[src/rtl/wb_tia_audio_pkg.sv]
// Shared constants, generator state and helper functions for the TIA-style audio block.
// Register map, AUDC waveform codes and LFSR tap positions all live here.
package wb_tia_audio_pkg;

  localparam logic [1:0] REG_AUDC = 2'd0;
  localparam logic [1:0] REG_AUDF = 2'd1;
  localparam logic [1:0] REG_AUDV = 2'd2;
  localparam logic [1:0] REG_STAT = 2'd3;

  // Canonical AUDC codes; the remaining codes alias onto these sources.
  localparam logic [3:0] AUDC_ONE   = 4'h0;
  localparam logic [3:0] AUDC_POLY4 = 4'h1;
  localparam logic [3:0] AUDC_DIV31 = 4'h2;
  localparam logic [3:0] AUDC_POLY5 = 4'h3;
  localparam logic [3:0] AUDC_TONE  = 4'h4;
  localparam logic [3:0] AUDC_POLY9 = 4'h8;
  localparam logic [3:0] AUDC_DIV3  = 4'hC;

  // Middle exponent of each trinomial x^N + x^TAP + 1.
  localparam int POLY4_TAP  = 3;
  localparam int POLY5_TAP  = 3;
  localparam int POLY9_TAP  = 5;
  localparam int DIV31_HIGH = 13;

  typedef enum logic [2:0] {
    SRC_ONE,
    SRC_POLY4,
    SRC_POLY5,
    SRC_TOGGLE,
    SRC_POLY9,
    SRC_DIV3,
    SRC_DIV31
  } ch_src_e;

  typedef struct packed {
    logic [3:0] poly4;
    logic [4:0] poly5;
    logic [8:0] poly9;
    logic       tog;
    logic [1:0] mod3;
    logic       div3_flop;
    logic [4:0] mod31;
  } gen_state_t;

  // An all-zero LFSR would lock up, so they come out of reset as all-ones.
  localparam gen_state_t GEN_RESET = '{
    poly4: 4'hF, poly5: 5'h1F, poly9: 9'h1FF,
    tog: 1'b0, mod3: 2'd0, div3_flop: 1'b0, mod31: 5'd0
  };

  function automatic ch_src_e audc_src(input logic [3:0] audc);
    ch_src_e src;
    case (audc)
      AUDC_ONE, 4'hB:                 src = SRC_ONE;
      AUDC_POLY4:                     src = SRC_POLY4;
      AUDC_POLY5, 4'h7, 4'h9, 4'hF:   src = SRC_POLY5;
      AUDC_TONE, 4'h5:                src = SRC_TOGGLE;
      AUDC_POLY9:                     src = SRC_POLY9;
      AUDC_DIV3, 4'hD:                src = SRC_DIV3;
      AUDC_DIV31, 4'h6, 4'hA, 4'hE:   src = SRC_DIV31;
      default:                        src = SRC_ONE;
    endcase
    return src;
  endfunction

  function automatic gen_state_t gen_step(input gen_state_t s);
    gen_state_t n;
    n           = s;
    n.poly4     = {s.poly4[0] ^ s.poly4[POLY4_TAP], s.poly4[3:1]};
    n.poly5     = {s.poly5[0] ^ s.poly5[POLY5_TAP], s.poly5[4:1]};
    n.poly9     = {s.poly9[0] ^ s.poly9[POLY9_TAP], s.poly9[8:1]};
    n.tog       = ~s.tog;
    n.mod3      = (s.mod3 == 2'd2) ? 2'd0 : s.mod3 + 2'd1;
    n.div3_flop = s.div3_flop ^ (s.mod3 == 2'd2);
    n.mod31     = (s.mod31 == 5'd30) ? 5'd0 : s.mod31 + 5'd1;
    return n;
  endfunction

  function automatic logic gen_bit(input logic [3:0] audc, input gen_state_t s);
    logic b;
    case (audc_src(audc))
      SRC_POLY4:  b = s.poly4[0];
      SRC_POLY5:  b = s.poly5[0];
      SRC_TOGGLE: b = s.tog;
      SRC_POLY9:  b = s.poly9[0];
      SRC_DIV3:   b = s.div3_flop;
      SRC_DIV31:  b = (s.mod31 < 5'(DIV31_HIGH));
      default:    b = 1'b1;
    endcase
    return b;
  endfunction

endpackage

[src/rtl/wb_tia_audio_channel.sv]
// One audio channel: 5-bit frequency divider feeding a polynomial/counter waveform generator.
// o_ch_bit_next is the value the waveform bit takes on the current tick, for the mixer.
module tia_audio_channel
  import wb_tia_audio_pkg::*;
(
  input  logic       clk_i,
  input  logic       rst_ni,
  input  logic       i_tick,
  input  logic [3:0] i_audc,
  input  logic [4:0] i_audf,
  output logic       o_ch_bit,
  output logic       o_ch_bit_next
);

  logic [4:0] r_div;
  gen_state_t r_gen;
  logic       r_ch_bit;

  logic       w_step;
  gen_state_t w_gen_next;
  logic       w_bit_next;

  // NOTE: every always_comb output gets a default first, so no path can infer a latch.
  always_comb begin
    w_step     = i_tick && (r_div >= i_audf);
    w_gen_next = w_step ? gen_step(r_gen) : r_gen;
    w_bit_next = i_tick ? gen_bit(i_audc, w_gen_next) : r_ch_bit;
  end

  // NOTE: state uses non-blocking assignments so all flops update together on the edge.
  always_ff @(posedge clk_i or negedge rst_ni) begin
    if (!rst_ni) begin
      r_div    <= 5'd0;
      r_gen    <= GEN_RESET;
      r_ch_bit <= 1'b0;
    end else if (i_tick) begin
      r_div    <= w_step ? 5'd0 : r_div + 5'd1;
      r_gen    <= w_gen_next;
      r_ch_bit <= w_bit_next;
    end
  end

  assign o_ch_bit      = r_ch_bit;
  assign o_ch_bit_next = w_bit_next;

endmodule

[src/rtl/wb_tia_audio.sv]
// TIA-style multi-channel audio generator with a Wishbone-like register port,
// a registered sample mixer and a 1-bit PWM output.
module wb_tia_audio
  import wb_tia_audio_pkg::*;
#(
  parameter  int NUM_CH        = 2,
  parameter  int WB_DATA_WIDTH = 8,
  parameter  int WB_ADDR_WIDTH = 7,
  parameter  int AUD_DIV       = 512,
  localparam int MIX_W         = 4 + $clog2(NUM_CH)
) (
  input  logic                     clk_i,
  input  logic                     rst_ni,
  input  logic                     stb_i,
  input  logic                     we_i,
  input  logic [WB_ADDR_WIDTH-1:0] adr_i,
  input  logic [WB_DATA_WIDTH-1:0] dat_i,
  output logic                     ack_o,
  output logic [WB_DATA_WIDTH-1:0] dat_o,
  output logic [MIX_W-1:0]         sample_o,
  output logic                     sample_valid_o,
  output logic                     pwm_o,
  output logic [NUM_CH-1:0]        ch_bit_o
);

  localparam int CH_W   = WB_ADDR_WIDTH - 2;
  localparam int TICK_W = (AUD_DIV > 1) ? $clog2(AUD_DIV) : 1;

  logic [3:0]               r_audc [NUM_CH];
  logic [4:0]               r_audf [NUM_CH];
  logic [3:0]               r_audv [NUM_CH];
  logic                     r_ack;
  logic [WB_DATA_WIDTH-1:0] r_dat;
  logic [TICK_W-1:0]        r_tick_cnt;
  logic                     r_valid;
  logic [MIX_W-1:0]         r_sample;
  logic [MIX_W-1:0]         r_pwm_cnt;
  logic                     r_pwm;

  logic [CH_W-1:0]          w_ch;
  logic [1:0]               w_off;
  logic                     w_ch_ok;
  logic                     w_wr;
  logic                     w_tick;
  logic [WB_DATA_WIDTH-1:0] w_rd;
  logic [MIX_W-1:0]         w_mix;
  logic [NUM_CH-1:0]        w_ch_bit;
  logic [NUM_CH-1:0]        w_bit_next;
  logic                     w_unused;

  // Only the low five data bits ever reach a register.
  assign w_unused = ^dat_i[WB_DATA_WIDTH-1:5];

  assign w_ch    = adr_i[WB_ADDR_WIDTH-1:2];
  assign w_off   = adr_i[1:0];
  assign w_ch_ok = int'(w_ch) < NUM_CH;
  assign w_wr    = stb_i && we_i && w_ch_ok && (w_off != REG_STAT);
  assign w_tick  = (r_tick_cnt == TICK_W'(AUD_DIV - 1));

  // NOTE: the register file is a handful of flops, not a RAM, so it is reset like any other state.
  always_ff @(posedge clk_i or negedge rst_ni) begin
    if (!rst_ni) begin
      for (int c = 0; c < NUM_CH; c++) begin
        r_audc[c] <= 4'd0;
        r_audf[c] <= 5'd0;
        r_audv[c] <= 4'd0;
      end
    end else begin
      for (int c = 0; c < NUM_CH; c++) begin
        if (w_wr && int'(w_ch) == c) begin
          case (w_off)
            REG_AUDC: r_audc[c] <= dat_i[3:0];
            REG_AUDF: r_audf[c] <= dat_i[4:0];
            REG_AUDV: r_audv[c] <= dat_i[3:0];
            default:  ;
          endcase
        end
      end
    end
  end

  always_comb begin
    w_rd = '0;
    for (int c = 0; c < NUM_CH; c++) begin
      if (w_ch_ok && int'(w_ch) == c) begin
        case (w_off)
          REG_AUDC: w_rd = WB_DATA_WIDTH'(r_audc[c]);
          REG_AUDF: w_rd = WB_DATA_WIDTH'(r_audf[c]);
          REG_AUDV: w_rd = WB_DATA_WIDTH'(r_audv[c]);
          default:  w_rd = WB_DATA_WIDTH'(w_ch_bit[c]);
        endcase
      end
    end
  end

  always_ff @(posedge clk_i or negedge rst_ni) begin
    if (!rst_ni) begin
      r_ack <= 1'b0;
      r_dat <= '0;
    end else begin
      r_ack <= stb_i;
      if (stb_i) r_dat <= w_rd;
    end
  end

  for (genvar g = 0; g < NUM_CH; g++) begin : g_ch
    tia_audio_channel u_ch (
      .clk_i         (clk_i),
      .rst_ni        (rst_ni),
      .i_tick        (w_tick),
      .i_audc        (r_audc[g]),
      .i_audf        (r_audf[g]),
      .o_ch_bit      (w_ch_bit[g]),
      .o_ch_bit_next (w_bit_next[g])
    );
  end

  // Mix from the bits the channels take on this tick so sample_o and ch_bit_o stay aligned.
  always_comb begin
    w_mix = '0;
    for (int c = 0; c < NUM_CH; c++) begin
      if (w_bit_next[c]) w_mix = w_mix + MIX_W'(r_audv[c]);
    end
  end

  always_ff @(posedge clk_i or negedge rst_ni) begin
    if (!rst_ni) begin
      r_tick_cnt <= '0;
      r_valid    <= 1'b0;
      r_sample   <= '0;
      r_pwm_cnt  <= '0;
      r_pwm      <= 1'b0;
    end else begin
      r_tick_cnt <= w_tick ? '0 : r_tick_cnt + 1'b1;
      r_valid    <= w_tick;
      if (w_tick) r_sample <= w_mix;
      r_pwm_cnt  <= r_pwm_cnt + 1'b1;
      r_pwm      <= (r_pwm_cnt < r_sample);
    end
  end

  assign ack_o          = r_ack;
  assign dat_o          = r_dat;
  assign sample_o       = r_sample;
  assign sample_valid_o = r_valid;
  assign pwm_o          = r_pwm;
  assign ch_bit_o       = w_ch_bit;

endmodule

[config.mk]
export PLATFORM = sky130hd
export DESIGN_NAME = wb_tia_audio
export DESIGN_NICKNAME = d
export VERILOG_FILES = /design/src/rtl/wb_tia_audio_pkg.sv /design/src/rtl/wb_tia_audio_channel.sv /design/src/rtl/wb_tia_audio.sv
export SDC_FILE = /design/constraint.sdc
export NUM_CORES = 1
export LEC_CHECK = 0
export CAP_MARGIN = 20
export CELL_PAD_IN_SITES_DETAIL_PLACEMENT = 0
export CELL_PAD_IN_SITES_GLOBAL_PLACEMENT = 1
export CORE_ASPECT_RATIO = 1.4
export CORE_MARGIN = 1
export CORE_UTILIZATION = 47
export DETAILED_ROUTE_END_ITERATION = 10
export GPL_TIMING_DRIVEN = 0
export PLACE_DENSITY = 0.85
export SETUP_SLACK_MARGIN = 0.2
export SYNTH_ARGS = -nofsm -noshare
export SYNTH_HDL_FRONTEND = slang
export SYNTH_SLANG_ARGS = --single-unit
export TNS_END_PERCENT = 20
[constraint.sdc]
create_clock -name clk_i -period 4.8 [get_ports clk_i]
set_clock_uncertainty 0.05 [all_clocks]
set_input_delay 1.44 -clock clk_i [delete_from_list [all_inputs] [get_ports clk_i]]
set_output_delay 1.44 -clock clk_i [all_outputs]
set_load 0.005 [all_outputs]
==> results of run 1 <==
kinds of logic after synthesis:
family | share of synthesized area
adders and majority gates | 0.07178
other | 0.0005878
AOI/OAI and AO/OA | 0.1375
buffers and inverters | 0.04609
and+or+nand+nor | 0.1700
muxes | 0.07158
DFF | 0.4738
xor gates and xnor gates | 0.02863
cells in the mapped netlist, drive strengths merged (3+ instances only):
master	n	area (sq um)
clkbuf	15	56.30
a31oi	3	46.29
dfrtp	83	2077
mux2	22	251.5
o211ai	9	67.56
dfstp	36	945.9
a21o	8	60.06
nand4	7	43.79
nand2b	12	82.58
buf	11	83.83
a22oi	3	27.52
ha	35	437.9
nor2	25	93.84
o31ai	7	52.55
o22ai	9	56.30
o21ai	50	250.2
nand3	24	132.6
and3	4	30.03
xnor2	14	130.1
nor2b	8	50.05
or3	4	25.02
inv	41	153.9
nor3b	5	47.54
a21oi	11	55.05
or2	3	18.77
mux2i	16	160.2
o21a	8	75.07
nand2	130	488.0
xor2	6	52.55
nor3	3	26.28
layout by cell type, fill, tap and decap left out, types with 6 or more instances in the layout:
| cell | n |
|---|---|
| o211ai_1 | 9 |
| clkinv_2 | 6 |
| a21oi_1 | 11 |
| nand3_1 | 23 |
| clkbuf_16 | 19 |
| inv_1 | 40 |
| o22ai_1 | 9 |
| mux2_2 | 20 |
| mux2i_1 | 16 |
| xnor2_1 | 13 |
| o21ai_0 | 46 |
| nand2_1 | 130 |
| nand2b_1 | 11 |
| nor2b_1 | 8 |
| dfstp_2 | 36 |
| xor2_1 | 6 |
| nor2_1 | 25 |
| nand4_1 | 7 |
| o31ai_1 | 7 |
| clkbuf_1 | 19 |
| o21a_1 | 6 |
| dfrtp_1 | 83 |
| clkdlybuf4s50_1 | 29 |
| a21o_1 | 8 |
| ha_1 | 35 |
worst paths after layout:
kind                                          from                            endpoint  cells past startpoint
max in group asynchronous                   rst_ni  g_ch[1].u_ch.r_gen[10]$_DFFE_PN1P_                      2
hold / removal             r_tick_cnt[0]$_DFF_PN0_             r_tick_cnt[0]$_DFF_PN0_                      1
setup reg to reg           r_tick_cnt[3]$_DFF_PN0_             sample_o[1]$_DFFE_PN0N_                     16
setup / recovery           r_tick_cnt[3]$_DFF_PN0_             sample_o[1]$_DFFE_PN0N_                     16
hold reg to reg            r_tick_cnt[0]$_DFF_PN0_             r_tick_cnt[0]$_DFF_PN0_                      1
min in group asynchronous                   rst_ni   g_ch[0].u_ch.r_div[1]$_DFFE_PN0N_                      1
registers in the layout, summed over array words and instances (netlist names):
signal              count
ack_o                   1
dat_o                   5
g_ch.u_ch.o_ch_bit      2
g_ch.u_ch.r_div        10
g_ch.u_ch.r_gen        54
pwm_o                   1
r_audc                  8
r_audf                 10
r_audv                  8
r_pwm_cnt               5
r_tick_cnt              9
sample_o                5
sample_valid_o          1
worst register-to-register path: stages, from the launching register on:
cell	delay [ps]
dfrtp_1	400
and3_1	200
nand2_1	90
nor2_1	130
ha_1	400
buf_6	220
clkbuf_1	560
inv_1	130
nor2_1	190
o21ai_0	110
a22o_1	370
and3_1	250
ha_1	210
inv_1	70
fa_1	440
o21a_1	210
a32oi_1	190
power breakdown:
| group | total [mW] | switching (mW) | internal, mW |
|---|---|---|---|
| combinational | 0.136 | 0.0814 | 0.0547 |
| clock | 1.22 | 0.439 | 0.781 |
| sequential | 1.03 | 0.0122 | 1.02 |
metal layers:
layer  wire length, um  part of all wire  GRT usage  up-vias
met2              6629              0.50     0.3482       85
met5                 0                 0          0        -
met3               469             0.035    0.04169       33
li1                  -                 -          -     2319
met1              5750              0.43     0.2431     2291
met4               540             0.040     0.1144        0
stage by stage:
stage               utilization  setup WS [ps]
finish                   0.5643          510.9
global route             0.5643          279.9
global placement         0.5190          -2241
CTS                      0.5640          336.8
floorplan                     -           1281
detailed placement       0.5211          433.3
cell type report:
type,count,area (sq um)
clock buffer,24,504.2
fill,1236,5806
buffer,26,140.1
inverter,41,153.9
tap,182,227.7
timing repair buffer,31,329.1
clock inverter,8,67.56
multi-input combinational,458,3074
sequential,119,3023
what timing repair did:
item	CTS	global route
endpoints found under the setup margin	0	1
hold buffers	0	0
resized for setup	0	1
==> impl_metrics.ini, run 1 <==
[outcome]
outcome = complete, no violations

[place]
count_of_port_buffers_added_during_placement = 30
cell_area_placed_sq_um = 6944
finalWeightedCongestion = 0.8444
dp.final_hpwl_um = 9705
numPlacedInstances = 857

[final_layout]
post_route_cells_drive_above_1_share = 0.1655
syn2layout_area_growth_pct = 17.87
antenna_cells = 0
layout.cells.non_filler = 889
design_area_sq_um = 7520
finish.net_count = 749

[global_route]
groute.usage.overall = 0.2065
grt_antenna_before_repair = 0
overflow = 0
grt_first_pass_wirelength_um = 22700
grt_max_degree = 93
number_of_global_route_vias_before_repair = 4759

[power]
max-vdd-ir-drop_mv = 0.1763
p_leak_nw = 3.419
power_density_nw_per_um2 = 317.6
total_power_mw = 2.388

[drt]
route.detailed.wl_per_inst_um = 15.06
drt-pass1-iter-count = 4
wl_um = 13390
routed_via_count_divided_by_cell_count = 5.318
vias = 4728
detail_route.drc_violations = 0
detail_route.iter0.violations = 179
ant_nets = 0

[clocking]
worst_setup_hold_path_clk_slew_ps = 60
insertion_delay_to_the_later_sink_of_the_worst_skew_pair_ps = 410
cts_sinks = 119
cts_setup_buffers = 0
cts_made_buffers = 17
clk_root_buffer_cell = clkbuf_16
cts-root-to-sink-buffers = 2
htree_levels = 4
tritoncts = built

[synth]
post_synthesis_register_bit_count = 119
syn_inst = 642
syn_area_per_cell_sq_um = 9.937
synth.yosys.seq_area_share = 0.4738
library_cells_used_by_synthesis = 70
synth_enable_flop_cells = 0
async_flop_share = 1.000
synth.cell_area_sq_um = 6380
synth-main-ff-cell = dfrtp_1
yosys_warnings = 0

[critical_path]
rrSetupSlack_ps = 510
crit_path_end_kind = flop
critical_path_required_ps = 5070
worst_path_dominant_cell_family = adder cells
critical_path.max_stage_delay_ps = 560
critical-path-slowest-cell = clkbuf_1
critical_path_peak_fanout = 10
timing_worst_setup_path_type = flop to flop
worstPathCellList = and3_1 > nand2_1 > nor2_1 > ha_1 > buf_6 > clkbuf_1 > inv_1 > nor2_1 > o21ai_0 > a22o_1 > and3_1 > ha_1 > inv_1 > fa_1 > o21a_1 > a32oi_1
worst_setup_path_start_kind = flop
crit_buf_inv = 4
worst_ep_arrival_time_ps = 4560

[die]
die-width_um = 100.5
placementRows = 50
initial_utilization = 0.4788
pin_count = 37
fp.coreArea_sq_um = 13330
fp.dieH_um = 139.9
die-area_sq_um = 14050

[timing]
maxClockFrequency_mhz = 233.1
setup_tns_ps = 0
tightest_slew_ps = 708.4
timing.final.crit_period_ps = 4289
setup_violations = 0
rsz0062_at_grt = false
report.final.hold_viol_count = 0
fin_worst_hold_slack_ps = 398.6
slew_headroom = 0.5278
drv_slew = 0
layout_worst_path_cycle_share = 0.8936

[flow_run]
max_cap_violations = 0

[hold_path]
timing.hold.worst.class = flop to flop
Note: power is estimated with default switching activity, not from simulation.
==> inputs of run 2 (changes only) <==
--- a/config.mk
+++ b/config.mk
@@ -8,7 +8,6 @@
 export CAP_MARGIN = 20
 export CELL_PAD_IN_SITES_DETAIL_PLACEMENT = 0
 export CELL_PAD_IN_SITES_GLOBAL_PLACEMENT = 1
-export CORE_ASPECT_RATIO = 1.4
 export CORE_MARGIN = 1
 export CORE_UTILIZATION = 47
 export DETAILED_ROUTE_END_ITERATION = 10
==> run 2 against run 1 <==
Net effect: combinational power barely moved; non-clock buffer count did not move; maximum frequency rose by 1.3%; clock power rose by 7%.
==> impl_metrics.ini, run 2 (same netlist as run 1, synthesis figures left out) <==
[final_layout]
finish.net_count = 749
syn2layout_area_growth_pct = 18.49
post_route_cells_drive_above_1_share = 0.1697
max_reg_flops = 54
layout_commonest_cell = nand2_1
layout.cells.non_filler = 883
antenna_cells = 0
leading_cell_types_in_the_layout_fill_and_taps_excluded = nand2_1 (130), dfrtp_1 (83), o21ai_0 (46), inv_1 (40), dfstp_2 (36)
leading_registers_by_flop_count = g_ch.u_ch.r_gen: 54 flops, g_ch.u_ch.r_div: 10 flops, r_audf: 10 flops
largest-register = g_ch.u_ch.r_gen

[timing]
worst_slack_ps = 564.7
slew_headroom = 0.5769
timing.final.crit_period_ps = 4235
drv_slew = 0
maxClockFrequency_mhz = 236.1
rsz0062_at_grt = false
layout_worst_path_cycle_share = 0.8823
setup_violations = 0
tightest_slew_ps = 634.6
report.final.hold_viol_count = 0
setup_tns_ps = 0

[clocking]
tritoncts = built
insertion_delay_to_the_later_sink_of_the_worst_skew_pair_ps = 430
cts_setup_buffers = 0
clk_root_buffer_cell = clkbuf_16
htree_levels = 4
cts-root-to-sink-buffers = 2
cts_sinks = 119
worst_setup_hold_path_clk_slew_ps = 60
cts_repair_resize_count = 0
cts_made_buffers = 17
hold_buffers = 0

[power]
p_leak_nw = 3.450
switching_share = 0.2169
max-vdd-ir-drop_mv = 0.2612
power_density_nw_per_um2 = 325.9
clock_group_share_of_total_power = 0.526
total_switching_power_uw = 534.5
power_frac_comb = 0.055
seqPwrFrac = 0.419
power_report.internal_total_mw = 1.930

[drt]
ant_nets = 0
met2_length_um = 6092
wl_um = 13350
detail_route.drc_violations = 0
met1_length_um = 6425
routed_via_count_divided_by_cell_count = 5.343
route.detailed.wl_per_inst_um = 15.12
drt-pass1-iter-count = 4
met3WireLength_um = 471
detail_route.iter0.violations = 380
vias = 4718
top_signal_layer_used = met4

[critical_path]
timing_worst_setup_path_type = flop to flop
worst_case_reg_to_reg_path_depth = 20
rrSetupSlack_ps = 560
critical_path_required_ps = 5060
worst_setup_path_start_kind = flop
r2r-end = sample_o[4]$_DFFE_PN0N_
critical_path_peak_fanout = 10
worst_ep_arrival_time_ps = 4500
reg_to_reg_startpoint = r_tick_cnt[0]$_DFF_PN0_
crit_path_end_kind = flop

[place]
detailedPlace.worstSlack_ps = 417.0
numPlacedInstances = 851
finalWeightedCongestion = 0.8384
dp.final_hpwl_um = 9448
count_of_port_buffers_added_during_placement = 30

[global_route]
number_of_global_route_vias_before_repair = 4602
grt_first_pass_wirelength_um = 22720
groute.usage.overall = 0.2084
overflow = 0
grt_antenna_before_repair = 0
grt_max_degree = 82

[die]
die-width_um = 118.5
initial_utilization = 0.4818
fp.dieH_um = 118.5
fp.coreArea_sq_um = 13240
placementRows = 42
die-area_sq_um = 14040
pin_count = 37

[flow_run]
max_cap_violations = 0

[hold_path]
min_delay_worst_endpoint = g_ch[0].u_ch.r_gen[25]$_DFFE_PN1P_
timing.hold.worst.class = flop to flop
timing.hold.worst.start = g_ch[0].u_ch.r_gen[25]$_DFFE_PN1P_
hold_path_depth = 2

[outcome]
outcome = complete, no violations
[run 2: power by group through the flow]
stage	registers [mW]	clock network (mW)	logic, mW
2_1_floorplan	1.04	0	0.0767
3_3_place_gp	1.05	0	0.130
3_5_place_dp	1.05	0	0.137
4_1_cts	1.03	1.32	0.138
5_1_grt	1.03	1.36	0.154
6_report	1.03	1.30	0.137
[run 2: per-layer routing]
layer  vias to the layer above  global-route usage
met5                         -                   0
met4                         0             0.09494
met3                        27             0.05261
met2                        89              0.3199
met1                      2281              0.2780
li1                       2321                   -
[run 2: final cells by class]
cell class,count,area [sq um]
clock buffer,27,565.5
fill,1150,5683
timing repair buffer,31,329.1
tap,176,220.2
inverter,41,153.9
sequential,119,3023
clock inverter,5,52.55
buffer,26,141.4
multi-input combinational,458,3074
[run 2: worst max-delay path by stage]
| stage | from | to | slack, ps | cells after the start |
|---|---|---|---|---|
| after global placement | rst_ni | g_ch[1].u_ch.r_gen[6]$_DFFE_PN0P_ | -2200 | 1 |
| after global routing | r_tick_cnt[0]$_DFF_PN0_ | sample_o[4]$_DFFE_PN0N_ | 220 | 19 |
| after detailed placement | r_tick_cnt[0]$_DFF_PN0_ | sample_o[4]$_DFFE_PN0N_ | 420 | 19 |
| final | r_tick_cnt[0]$_DFF_PN0_ | sample_o[4]$_DFFE_PN0N_ | 560 | 20 |
| after CTS | r_tick_cnt[0]$_DFF_PN0_ | sample_o[4]$_DFFE_PN0N_ | 370 | 19 |
| after floorplan | r_tick_cnt[0]$_DFF_PN0_ | sample_o[1]$_DFFE_PN0N_ | 1280 | 17 |
[run 2: critical path: stages, from the launching register on]
cell and delay (ps):
dfrtp_1 370, ha_1 240, nand3_1 90, nor2_1 110, ha_1 430, buf_6 220, nand3_4 90, o21a_4 240
buf_6 150, a2111oi_2 320, o211ai_1 150, a22o_1 350, and3_1 220, ha_1 190, inv_1 80, fa_1 200
inv_1 60, a21o_1 150, a21oi_1 130, a211oi_1 80, a21o_1 180
[run 2: per-stage QoR]
step / util / total power [mW] / hold slack, ps / instance area (sq um)
after CTS: 0.5705 / 2.486 / 401.0 / 7555
after global placement: 0.5216 / 1.176 / 390.6 / 6908
after floorplan: - / 1.120 / 374.8 / 6387
after detailed placement: 0.5238 / 1.184 / 393.0 / 6937
final: 0.5709 / 2.464 / 399.1 / 7560
after global routing: 0.5709 / 2.545 / 422.2 / 7560
